File: src/rtl/mmio_uart_pkg.sv
// mmio_uart_pkg: constants and types shared by the memory-mapped UART transmitter.
//   - register offsets (mem_addr[3:2])
//   - STATUS bit positions
//   - serializer state encoding
//   - smallest legal DIVISOR value and its clamp helper
package mmio_uart_pkg;

   localparam logic [1:0] OFF_TXDATA  = 2'd0;
   localparam logic [1:0] OFF_STATUS  = 2'd1;
   localparam logic [1:0] OFF_DIVISOR = 2'd2;
   localparam logic [1:0] OFF_RSVD    = 2'd3;

   localparam int ST_FULL      = 0;
   localparam int ST_EMPTY     = 1;
   localparam int ST_BUSY      = 2;
   localparam int ST_OVF       = 3;
   localparam int ST_COUNT_LSB = 8;

   localparam logic [15:0] DIV_MIN = 16'd2;

   typedef enum logic [1:0] {
      TX_IDLE  = 2'd0,
      TX_START = 2'd1,
      TX_DATA  = 2'd2,
      TX_STOP  = 2'd3
   } tx_state_e;

   // A bit time shorter than two clocks cannot be timed, so small values are raised.
   function automatic logic [15:0] clamp_div(input logic [15:0] d);
      return (d < DIV_MIN) ? DIV_MIN : d;
   endfunction

endpackage

File: src/rtl/uart_tx_fifo.sv
// uart_tx_fifo: synchronous byte FIFO, 2**AW entries deep.
//   clk, nrst   clock, synchronous active-low reset (contents discarded)
//   push, din   write request and data; ignored while full
//   pop, dout   read request and head-of-queue data (dout valid while !empty)
//   full, empty occupancy flags
//   count       number of stored entries (0 .. 2**AW)
// The full test uses the count before a same-cycle pop, so a pop never makes
// room for a push in the same cycle.
module uart_tx_fifo
   import mmio_uart_pkg::*;
#(
   parameter int AW = 4
) (
   input  logic          clk,
   input  logic          nrst,
   input  logic          push,
   input  logic [7:0]    din,
   input  logic          pop,
   output logic [7:0]    dout,
   output logic          full,
   output logic          empty,
   output logic [AW:0]   count
);

   localparam logic [AW:0]   DEPTH_C   = {1'b1, {AW{1'b0}}};
   localparam logic [AW:0]   ZERO_C    = {(AW+1){1'b0}};
   localparam logic [AW:0]   CNT_ONE_C = {{AW{1'b0}}, 1'b1};
   localparam logic [AW-1:0] PTR_ONE_C = {{(AW-1){1'b0}}, 1'b1};

   logic [7:0]    mem_r [0:(1<<AW)-1];
   logic [AW-1:0] wr_ptr_r;
   logic [AW-1:0] rd_ptr_r;
   logic [AW:0]   count_r;
   logic          push_ok_s;
   logic          pop_ok_s;

   assign push_ok_s = push && (count_r != DEPTH_C);
   assign pop_ok_s  = pop && (count_r != ZERO_C);

   // Storage array; no reset needed because occupancy is tracked by count_r.
   always_ff @(posedge clk) begin
      if (push_ok_s) begin
         mem_r[wr_ptr_r] <= din;
      end
   end

   // Pointers and occupancy.
   always_ff @(posedge clk) begin
      if (!nrst) begin
         wr_ptr_r <= {AW{1'b0}};
         rd_ptr_r <= {AW{1'b0}};
         count_r  <= ZERO_C;
      end else begin
         if (push_ok_s) begin
            wr_ptr_r <= wr_ptr_r + PTR_ONE_C;
         end
         if (pop_ok_s) begin
            rd_ptr_r <= rd_ptr_r + PTR_ONE_C;
         end
         case ({push_ok_s, pop_ok_s})
            2'b10:   count_r <= count_r + CNT_ONE_C;
            2'b01:   count_r <= count_r - CNT_ONE_C;
            default: count_r <= count_r;
         endcase
      end
   end

   assign dout  = mem_r[rd_ptr_r];
   assign full  = (count_r == DEPTH_C);
   assign empty = (count_r == ZERO_C);
   assign count = count_r;

endmodule

File: src/rtl/mmio_uart_tx.sv
// mmio_uart_tx: UART transmitter responding on the picorv32 native memory bus.
//   clk, nrst        clock, synchronous active-low reset
//   mem_valid        request valid
//   mem_addr         byte address; block decoded on mem_addr[31:4]
//   mem_wdata        write data
//   mem_wstrb        byte strobes, all zero for a read
//   mem_ready        one-cycle acknowledge, 0 when not selected
//   mem_rdata        read data while mem_ready=1, 0 otherwise
//   txd              8N1 serial output, idle high
// Registers (mem_addr[3:2]): 0 TXDATA (W), 1 STATUS (R, read clears overflow),
// 2 DIVISOR (R/W, clocks per bit), 3 reserved.
// Build option UART_TX_STALL_ON_FULL_EN: a TXDATA write to a full FIFO is held
// off until space frees up instead of being dropped with the overflow flag.
module mmio_uart_tx
   import mmio_uart_pkg::*;
#(
   parameter logic [31:0] BASE_ADDR = 32'h0200_0000,
   parameter logic [15:0] CLK_DIV   = 16'd104,
   parameter int          FIFO_AW   = 4
) (
   input  logic        clk,
   input  logic        nrst,
   input  logic        mem_valid,
   input  logic [31:0] mem_addr,
   input  logic [31:0] mem_wdata,
   input  logic [3:0]  mem_wstrb,
   output logic        mem_ready,
   output logic [31:0] mem_rdata,
   output logic        txd
);

   // Bus side
   logic        sel_s;
   logic        is_wr_s;
   logic [1:0]  off_s;
   logic        stall_s;
   logic        resp_s;
   logic [31:0] rdata_s;
   logic [15:0] div_wr_s;
   logic        mem_ready_r;
   logic [31:0] mem_rdata_r;
   logic        push_pend_r;
   logic [7:0]  push_data_r;
   logic [15:0] div_r;
   logic        ovf_r;

   // FIFO
   logic             fifo_full_s;
   logic             fifo_empty_s;
   logic [FIFO_AW:0] fifo_count_s;
   logic [7:0]       fifo_dout_s;
   logic             pop_s;

   // Serializer
   tx_state_e   state_r;
   tx_state_e   state_n;
   logic [15:0] timer_r;
   logic [15:0] timer_n;
   logic [2:0]  bit_cnt_r;
   logic [2:0]  bit_cnt_n;
   logic [7:0]  shift_r;
   logic [7:0]  shift_n;
   logic        txd_r;
   logic        txd_n;

   logic unused_s;
   assign unused_s = ^{mem_addr[1:0], mem_wdata[31:16]};

   assign sel_s   = mem_valid && (mem_addr[31:4] == BASE_ADDR[31:4]);
   assign is_wr_s = |mem_wstrb;
   assign off_s   = mem_addr[3:2];

`ifdef UART_TX_STALL_ON_FULL_EN
   assign stall_s = sel_s && is_wr_s && (off_s == OFF_TXDATA) && mem_wstrb[0] && fifo_full_s;
`else
   assign stall_s = 1'b0;
`endif

   // Respond once per request: a request still held while ready is high is the same one.
   assign resp_s = sel_s && !mem_ready_r && !stall_s;

   // Read mux for the addressed register.
   always_comb begin
      rdata_s = 32'd0;
      case (off_s)
         OFF_STATUS: begin
            rdata_s[ST_FULL]  = fifo_full_s;
            rdata_s[ST_EMPTY] = fifo_empty_s;
            rdata_s[ST_BUSY]  = (state_r != TX_IDLE);
            rdata_s[ST_OVF]   = ovf_r;
            rdata_s[ST_COUNT_LSB +: FIFO_AW+1] = fifo_count_s;
         end
         OFF_DIVISOR: rdata_s = {16'd0, div_r};
         default:     rdata_s = 32'd0;
      endcase
   end

   // DIVISOR write data merged byte-wise with the current value.
   always_comb begin
      div_wr_s = div_r;
      if (mem_wstrb[0]) begin
         div_wr_s[7:0] = mem_wdata[7:0];
      end else begin
         div_wr_s[7:0] = div_r[7:0];
      end
      if (mem_wstrb[1]) begin
         div_wr_s[15:8] = mem_wdata[15:8];
      end else begin
         div_wr_s[15:8] = div_r[15:8];
      end
   end

   // Bus response and deferred TXDATA push (the byte enters the FIFO in the ack cycle).
   always_ff @(posedge clk) begin
      if (!nrst) begin
         mem_ready_r <= 1'b0;
         mem_rdata_r <= 32'd0;
         push_pend_r <= 1'b0;
         push_data_r <= 8'd0;
      end else begin
         mem_ready_r <= resp_s;
         mem_rdata_r <= (resp_s && !is_wr_s) ? rdata_s : 32'd0;
         push_pend_r <= resp_s && is_wr_s && (off_s == OFF_TXDATA) && mem_wstrb[0];
         if (resp_s) begin
            push_data_r <= mem_wdata[7:0];
         end
      end
   end

   // DIVISOR register.
   always_ff @(posedge clk) begin
      if (!nrst) begin
         div_r <= CLK_DIV;
      end else if (resp_s && is_wr_s && (off_s == OFF_DIVISOR) && (|mem_wstrb[1:0])) begin
         div_r <= clamp_div(div_wr_s);
      end
   end

   // Sticky overflow: set by a dropped byte, cleared by a STATUS read.
   always_ff @(posedge clk) begin
      if (!nrst) begin
         ovf_r <= 1'b0;
      end else if (push_pend_r && fifo_full_s) begin
         ovf_r <= 1'b1;
      end else if (resp_s && !is_wr_s && (off_s == OFF_STATUS)) begin
         ovf_r <= 1'b0;
      end
   end

   uart_tx_fifo #(.AW(FIFO_AW)) u_fifo (
      .clk   (clk),
      .nrst  (nrst),
      .push  (push_pend_r),
      .din   (push_data_r),
      .pop   (pop_s),
      .dout  (fifo_dout_s),
      .full  (fifo_full_s),
      .empty (fifo_empty_s),
      .count (fifo_count_s)
   );

   // Serializer state register; txd is registered from the next state.
   always_ff @(posedge clk) begin
      if (!nrst) begin
         state_r   <= TX_IDLE;
         timer_r   <= 16'd0;
         bit_cnt_r <= 3'd0;
         shift_r   <= 8'd0;
         txd_r     <= 1'b1;
      end else begin
         state_r   <= state_n;
         timer_r   <= timer_n;
         bit_cnt_r <= bit_cnt_n;
         shift_r   <= shift_n;
         txd_r     <= txd_n;
      end
   end

   // Serializer next state. Each bit lasts timer+1 cycles; the timer reloads from
   // the live DIVISOR at every bit boundary.
   always_comb begin
      state_n   = state_r;
      timer_n   = timer_r;
      bit_cnt_n = bit_cnt_r;
      shift_n   = shift_r;
      pop_s     = 1'b0;
      txd_n     = 1'b1;
      case (state_r)
         TX_IDLE: begin
            if (!fifo_empty_s) begin
               pop_s   = 1'b1;
               shift_n = fifo_dout_s;
               timer_n = div_r - 16'd1;
               state_n = TX_START;
            end else begin
               state_n = TX_IDLE;
            end
         end
         TX_START: begin
            if (timer_r == 16'd0) begin
               timer_n   = div_r - 16'd1;
               bit_cnt_n = 3'd0;
               state_n   = TX_DATA;
            end else begin
               timer_n = timer_r - 16'd1;
            end
         end
         TX_DATA: begin
            if (timer_r == 16'd0) begin
               timer_n = div_r - 16'd1;
               if (bit_cnt_r == 3'd7) begin
                  state_n = TX_STOP;
               end else begin
                  bit_cnt_n = bit_cnt_r + 3'd1;
                  shift_n   = {1'b0, shift_r[7:1]};
               end
            end else begin
               timer_n = timer_r - 16'd1;
            end
         end
         TX_STOP: begin
            if (timer_r == 16'd0) begin
               // Chain straight into the next start bit so frames have no gap.
               if (!fifo_empty_s) begin
                  pop_s   = 1'b1;
                  shift_n = fifo_dout_s;
                  timer_n = div_r - 16'd1;
                  state_n = TX_START;
               end else begin
                  state_n = TX_IDLE;
               end
            end else begin
               timer_n = timer_r - 16'd1;
            end
         end
         default: begin
            state_n = TX_IDLE;
         end
      endcase
      case (state_n)
         TX_START: txd_n = 1'b0;
         TX_DATA:  txd_n = shift_n[0];
         default:  txd_n = 1'b1;
      endcase
   end

   assign mem_ready = mem_ready_r;
   assign mem_rdata = mem_rdata_r;
   assign txd       = txd_r;

endmodule

File: config.mk
export PLATFORM = sky130hd
export DESIGN_NAME = mmio_uart_tx
export DESIGN_NICKNAME = d
export VERILOG_FILES = /design/src/rtl/mmio_uart_pkg.sv /design/src/rtl/uart_tx_fifo.sv /design/src/rtl/mmio_uart_tx.sv
export SDC_FILE = /design/constraint.sdc
export NUM_CORES = 1
export LEC_CHECK = 0
export ABC_CLOCK_PERIOD_IN_PS = 5100
export CORE_MARGIN = 5
export CORE_UTILIZATION = 57
export DETAILED_ROUTE_END_ITERATION = 10
export HOLD_SLACK_MARGIN = 0.03
export PLACE_DENSITY_LB_ADDON = 0.15
export SETUP_SLACK_MARGIN = 0.3
export SKIP_CTS_REPAIR_TIMING = 1
export SLEW_MARGIN = 10
export SYNTH_ARGS = -nofsm -noshare
export SYNTH_HDL_FRONTEND = slang
export SYNTH_HIERARCHICAL = 1
export SYNTH_SLANG_ARGS = --single-unit
File: constraint.sdc
create_clock -name clk -period 5.1 [get_ports clk]
set_input_delay 1.275 -clock clk [delete_from_list [all_inputs] [get_ports clk]]
set_output_delay 1.275 -clock clk [all_outputs]
set_load 0.05 [all_outputs]
==> flow_summary.toml, run 1 <==
[drt]
drcViolationCount = 0
vias_per_cell = 6.180
wire_per_inst_um = 21.01
drt-pass1-iter-count = 7
routed_wl_um = 23700
drt_iter0_markers = 688
ant_nets = 0
vias = 6971

[critical_path]
worst_setup_path_end_kind = "flip-flop"
cp_slowest_stage_delay_ns = 0.52
r2r-start = "timer_r[0]"
cp_top_family = "simple AND/OR/NAND/NOR gates"
startpoint_type = "flip-flop"
slowest_stage = "and4_1"
required_ns = 5.53
crit_path_cell_trace = "inv_1 > ha_1 > nor4b_1 > and4_1 > a21oi_1 > nor3_1 > o21ai_4 > inv_1 > ha_1 > xor2_1 > ha_1 > and3b_1 > o21ai_0 > a31oi_1 > mux2i_1"
critPathKind = "reg2reg"
critPathBufInv = 2
critPathArrivalTime_ns = 4.48
critPathLaunch = "timer_r[0]"
cp_max_fo = 12
crit_top_cell = "ha_1"

[floorplanning]
die_h_um = 143.5
io_pins = 105
core_um2 = 17360
initial_utilization_pct = 58.48
die-area_um2 = 20580
fp-row-count = 48
die_w_um = 143.5

[clock_network]
cts_tree = "done"
clock_latency_ns = 0.52
cts_max_level = 1
clk_pin_slew_ns = 0.06
cts_buffers = 23
cts_buffer_depth = 3
cts_sinks = 218
clock-root-buffer = "clkbuf_16"

[timing]
fin_crit_sh_pct = 79.45
layout_min_cycle_time_ns = 4.052
worst_pin_slew_ns = 0.9321
fin_worst_skew_ns = 0.01170
final-setup-viol-count = 0
finalMaxSlewViolations = 0
rsz0062_at_grt = "false"
relSlewSlack_pct = 37.86
finalSetupTns_ns = 0
hold_viol_final = 0
fmax_ghz = 0.2468
worst_slack_ns = 1.048

[placed_design]
pre_cts_slack_ns = 1.138
gp_congestion = 0.9624
portBuffers = 70
post-place-cells = 1088
placed_cell_area_um2 = 10910
dp_hpwl_um = 16840

[grt]
antenna_found_initial = 0
grt_usage_pct = 23.13
grt-ovfl-total = 0
grt_pass1_vias = 6948
grt_max_degree = 34
grt_first_pass_wirelength_um = 37360

[synthesis]
syn_inst = 830
synthesis.area_um2 = 10150
ys_seq_elements = 218
synth-edff-count = 128
synth-warning-count = 6
avgSynthCellArea_um2 = 12.23
ys_types = 82
async_flop_share_pct = 0
synthFlopType = "edfxtp_1"
ys_seq_area_share_pct = 55.61

[status]
status = "finished, final reports clean"

[cells_and_area]
final_area_um2 = 11620
area_delta_synth_final_pct = 14.46
layout-drive-gt1-share_pct = 11.30
n_antenna_cell = 0
stdcell_count = 1128
fillerInstances = 1274
fin_nets = 980

[power_and_ir_drop]
p_leak_nw = 4.098
power_density_nw_per_um2 = 315.6
power_w = 0.003666
worst_ir_drop_vdd_v = 0.0002640

[min_path]
min-delay-start = "bit_cnt_r[1]"
min_path_type = "reg2reg"

[job]
max_cap_violations = 0
==> Yosys cell counts, drive strengths merged (5+ instances only) <==
library cell	number	area share (%)
inv	23	0.85
nand3	10	0.49
and2	22	1.4
or4	6	0.48
or3	6	0.42
clkbuf	24	0.89
xnor2	11	0.95
a31oi	8	0.49
o31ai	5	0.37
xor2	13	1.1
ha	21	2.6
nor2	95	3.5
mux4	40	8.9
buf	39	2.8
dfxtp	90	18
a21oi	24	1.2
nor3	19	1.0
edfxtp	128	38
nand2	46	1.7
a22oi	11	0.81
o22ai	13	0.80
o21ai	28	1.5
mux2i	27	2.7
a211oi	6	0.44
nand4	6	0.37
nand2b	6	0.37
nor4	21	1.4
==> cell usage in the layout (no fill, tap or decap), types with 8 or more instances in the layout <==
master and count:
edfxtp_1 128, nor2_1 93, dfxtp_1 88, clkdlybuf4s50_1 70, nand2_1 46, mux4_2 40, mux2i_1 27, a21oi_1 24
o21ai_0 24, inv_1 23, clkbuf_16 23, and2_1 22, ha_1 21, nor4_1 20, nor3_1 17, conb_1 16
o22ai_1 13, xor2_1 13, xnor2_1 11, a22oi_1 11, buf_4 11, nand3_1 10, a31oi_1 8
==> kinds of logic (layout without fill, tap and decap cells) <==
kind of cell             after synthesis  in the layout  synth area share, %
flip-flops                           218            218                55.61
multiplexers                          70             70                11.87
AND/OR/NAND/NOR                      270            270                13.85
other                                  1             16              0.03694
XOR/XNOR                              24             24                2.071
adder cells (fa/ha/maj)               21             21                2.588
buffers and inverters                 88            146                4.585
AO/OA/AOI/OAI                        138            138                9.380
==> state kept, by name, summed over array words and instances, names as in the netlist, 5 cells and up, named ones only <==
name          flops
push_data_r       8
timer_r          16
u_fifo/mem_r    128
shift_r           8
mem_rdata        16
u_fifo/count      5
div_r            16
==> metrics by stage <==
stage	utilization (%)	hold slack (ns)
2_1_floorplan	-	0.4535
3_3_place_gp	62.83	0.4687
3_5_place_dp	62.83	0.4788
4_1_cts	66.94	0.4953
5_1_grt	66.94	0.5098
6_report	66.94	0.4934
==> power breakdown <==
part / switching [W] / total (W) / internal [W]
Combinational: 0.000148 / 0.000227 / 0.0000788
Clock: 0.000655 / 0.00159 / 0.000933
Sequential: 0.00000450 / 0.00185 / 0.00185
==> metal layers <==
metal	global-route usage (%)	part of all wire, %	vias to the layer above
met1	30.96	41	3411
met2	39.80	49	300
li1	-	-	3214
met3	3.627	7.3	46
met5	0	0	-
met4	5.996	2.3	0
==> worst paths after layout <==
check                         end  slack (ns)  cells past startpoint
setup reg to reg  u_fifo/count[4]        1.05                     15
hold / removal       bit_cnt_r[1]        0.49                      1
setup / recovery  u_fifo/count[4]        1.05                     15
hold reg to reg      bit_cnt_r[1]        0.49                      1
==> cell type report <==
type	instances	area [um^2]	area share, %
Sequential cell	218	5648	48.61
Tap cell	225	281.5	2.423
Inverter	25	93.84	0.8077
Timing Repair Buffer	81	783.3	6.741
Clock inverter	11	115.1	0.9907
Multi-Input combinational cell	539	4099	35.28
Clock buffer	29	598.1	5.148
No activity file was read; power rests on OpenSTA's default activity.
==> inputs of run 2 (changes only) <==
--- a/config.mk
+++ b/config.mk
@@ -5,9 +5,9 @@
 export SDC_FILE = /design/constraint.sdc
 export NUM_CORES = 1
 export LEC_CHECK = 0
-export ABC_CLOCK_PERIOD_IN_PS = 5100
+export ABC_CLOCK_PERIOD_IN_PS = 3600
 export CORE_MARGIN = 5
-export CORE_UTILIZATION = 57
+export CORE_UTILIZATION = 52
 export DETAILED_ROUTE_END_ITERATION = 10
 export HOLD_SLACK_MARGIN = 0.03
 export PLACE_DENSITY_LB_ADDON = 0.15
==> constraint.sdc (replaced) <==
create_clock -name clk -period 3.6 [get_ports clk]
set_input_delay 0.9 -clock clk [delete_from_list [all_inputs] [get_ports clk]]
set_output_delay 0.9 -clock clk [all_outputs]
set_load 0.05 [all_outputs]
==> flow_summary.toml, run 2 (synthesis gave the netlist of run 1 again) <==
[status]
status = "finished, final reports clean"

[timing]
worst_slack_ns = 0.5569
fmax_ghz = 0.3286
fin_worst_skew_ns = 0.01637
relSlewSlack_pct = 34.41
hold_viol_final = 0
layout_min_cycle_time_ns = 3.043
holdWs_ns = 0.4884
worst_pin_slew_ns = 0.9803
finalSetupTns_ns = 0
final-setup-viol-count = 0
fin_crit_sh_pct = 84.53
finalMaxSlewViolations = 0
rsz0062_at_grt = "false"

[drt]
drt_iter0_markers = 512
wire_per_inst_um = 20.08
vias_per_cell = 5.891
vias = 6957
routed_wl_um = 23720
drcViolationCount = 0
drt-pass1-iter-count = 7
ant_nets = 0

[cells_and_area]
n_antenna_cell = 0
largest_reg_flops = 128
area_delta_synth_final_pct = 15.97
fin_util_pct = 60.89
layout-drive-gt1-share_pct = 12.66
stdcell_count = 1181
final_common_cell = "edfxtp_1"
fin_nets = 990
regMostFlops = "u_fifo/mem_r"
layout_common_cells = "edfxtp_1 (128), nor2_1 (93), dfxtp_1 (89), clkdlybuf4s50_1 (70), nand2_1 (46)"

[power_and_ir_drop]
power_density_nw_per_um2 = 440.9
p_leak_nw = 4.151
worst_ir_drop_vdd_v = 0.0003529

[floorplanning]
io_pins = 105
die-area_um2 = 22420
initial_utilization_pct = 52.50
fp-row-count = 51
die_w_um = 149.7
die_h_um = 149.7
core_um2 = 19330

[grt]
grt_usage_pct = 21.25
groute.layer.met1.usage_pct = 28.75
use_met3_pct = 3.240
grt-ovfl-total = 0
antenna_found_initial = 0
grt_pass1_vias = 6843
use_met2_pct = 36.58
grt.busiest_layer = "met2"
grt_max_degree = 37
grt_first_pass_wirelength_um = 37430

[placed_design]
dp_hpwl_um = 16730
pre_cts_slack_ns = 0.3761
portBuffers = 70
gp_congestion = 0.9340
post-place-cells = 1137

[clock_network]
cts_max_level = 1
cts_buffers = 24
cts_buffer_depth = 3
clk_pin_slew_ns = 0.06
clock-root-buffer = "clkbuf_16"
cts_sinks = 218
clock_latency_ns = 0.52
cts_tree = "done"

[critical_path]
critPathKind = "reg2reg"
critPathArrivalTime_ns = 3.49
worst_setup_path_end_kind = "flip-flop"
startpoint_type = "flip-flop"
required_ns = 4.04
cp_max_fo = 5

[job]
max_cap_violations = 0

[min_path]
min_path_type = "reg2reg"
-- run 2: cell count changes in the layout (fill, tap and decap cells not counted), sizes merged --
| cell | before | now |
|---|---|---|
| inv | 24 | 23 |
| clkinv | 10 | 11 |
| buf | 11 | 20 |
| clkbuf | 29 | 33 |
| clkinvlp | 0 | 1 |
| bufinv | 2 | 1 |
-- run 2: worst max-delay path, stage by stage, from the launching register on --
cell     delay, ns
dfxtp_1       0.39
inv_1         0.08
ha_1          0.22
nor4b_2       0.17
and4_1        0.25
a21oi_2       0.20
nor3_2        0.06
buf_4         0.17
o21ai_4       0.09
inv_1         0.09
ha_1          0.21
xor2_1        0.15
ha_1          0.21
a21oi_1       0.15
xor2_1        0.09
or3_1         0.31
a21oi_1       0.14
-- run 2: metrics by stage --
step	total power (W)	area, um^2
after global placement	0.002984	11030
final	0.005190	11770
after global routing	0.005351	11770
after CTS	0.005228	11750
after detailed placement	0.002986	11030
after floorplan	0.002879	10220
-- run 2: final cells by class --
type | count | area [um^2]
Clock buffer | 33 | 634.4
Tap cell | 265 | 331.6
Multi-Input combinational cell | 539 | 4124
Inverter | 25 | 93.84
Clock inverter | 11 | 91.34
Sequential cell | 218 | 5647
Fill cell | 1515 | 7562
Timing Repair Buffer | 90 | 850.8
-- run 2: path summary, 6_finish.rpt --
| check | start | endpoint | slack [ns] | cells past startpoint |
|---|---|---|---|---|
| max | timer_r[0] | u_fifo/count[2] | 0.56 | 16 |
| min | bit_cnt_r[1] | bit_cnt_r[1] | 0.49 | 1 |
| max reg2reg | timer_r[0] | u_fifo/count[2] | 0.56 | 16 |
| min reg2reg | bit_cnt_r[1] | bit_cnt_r[1] | 0.49 | 1 |
-- run 2: layer usage --
metal,part of all wire (%),vias up
met1,42,3454
li1,-,3241
met4,2.0,0
met3,5.7,37
met2,50,225
met5,0,-
-- run 2: where the power goes --
part           internal [W]  switching (W)  total (W)
combinational      0.000119       0.000201   0.000320
sequential          0.00262     0.00000532    0.00262
clock               0.00131       0.000941    0.00225
total               0.00404        0.00115    0.00519
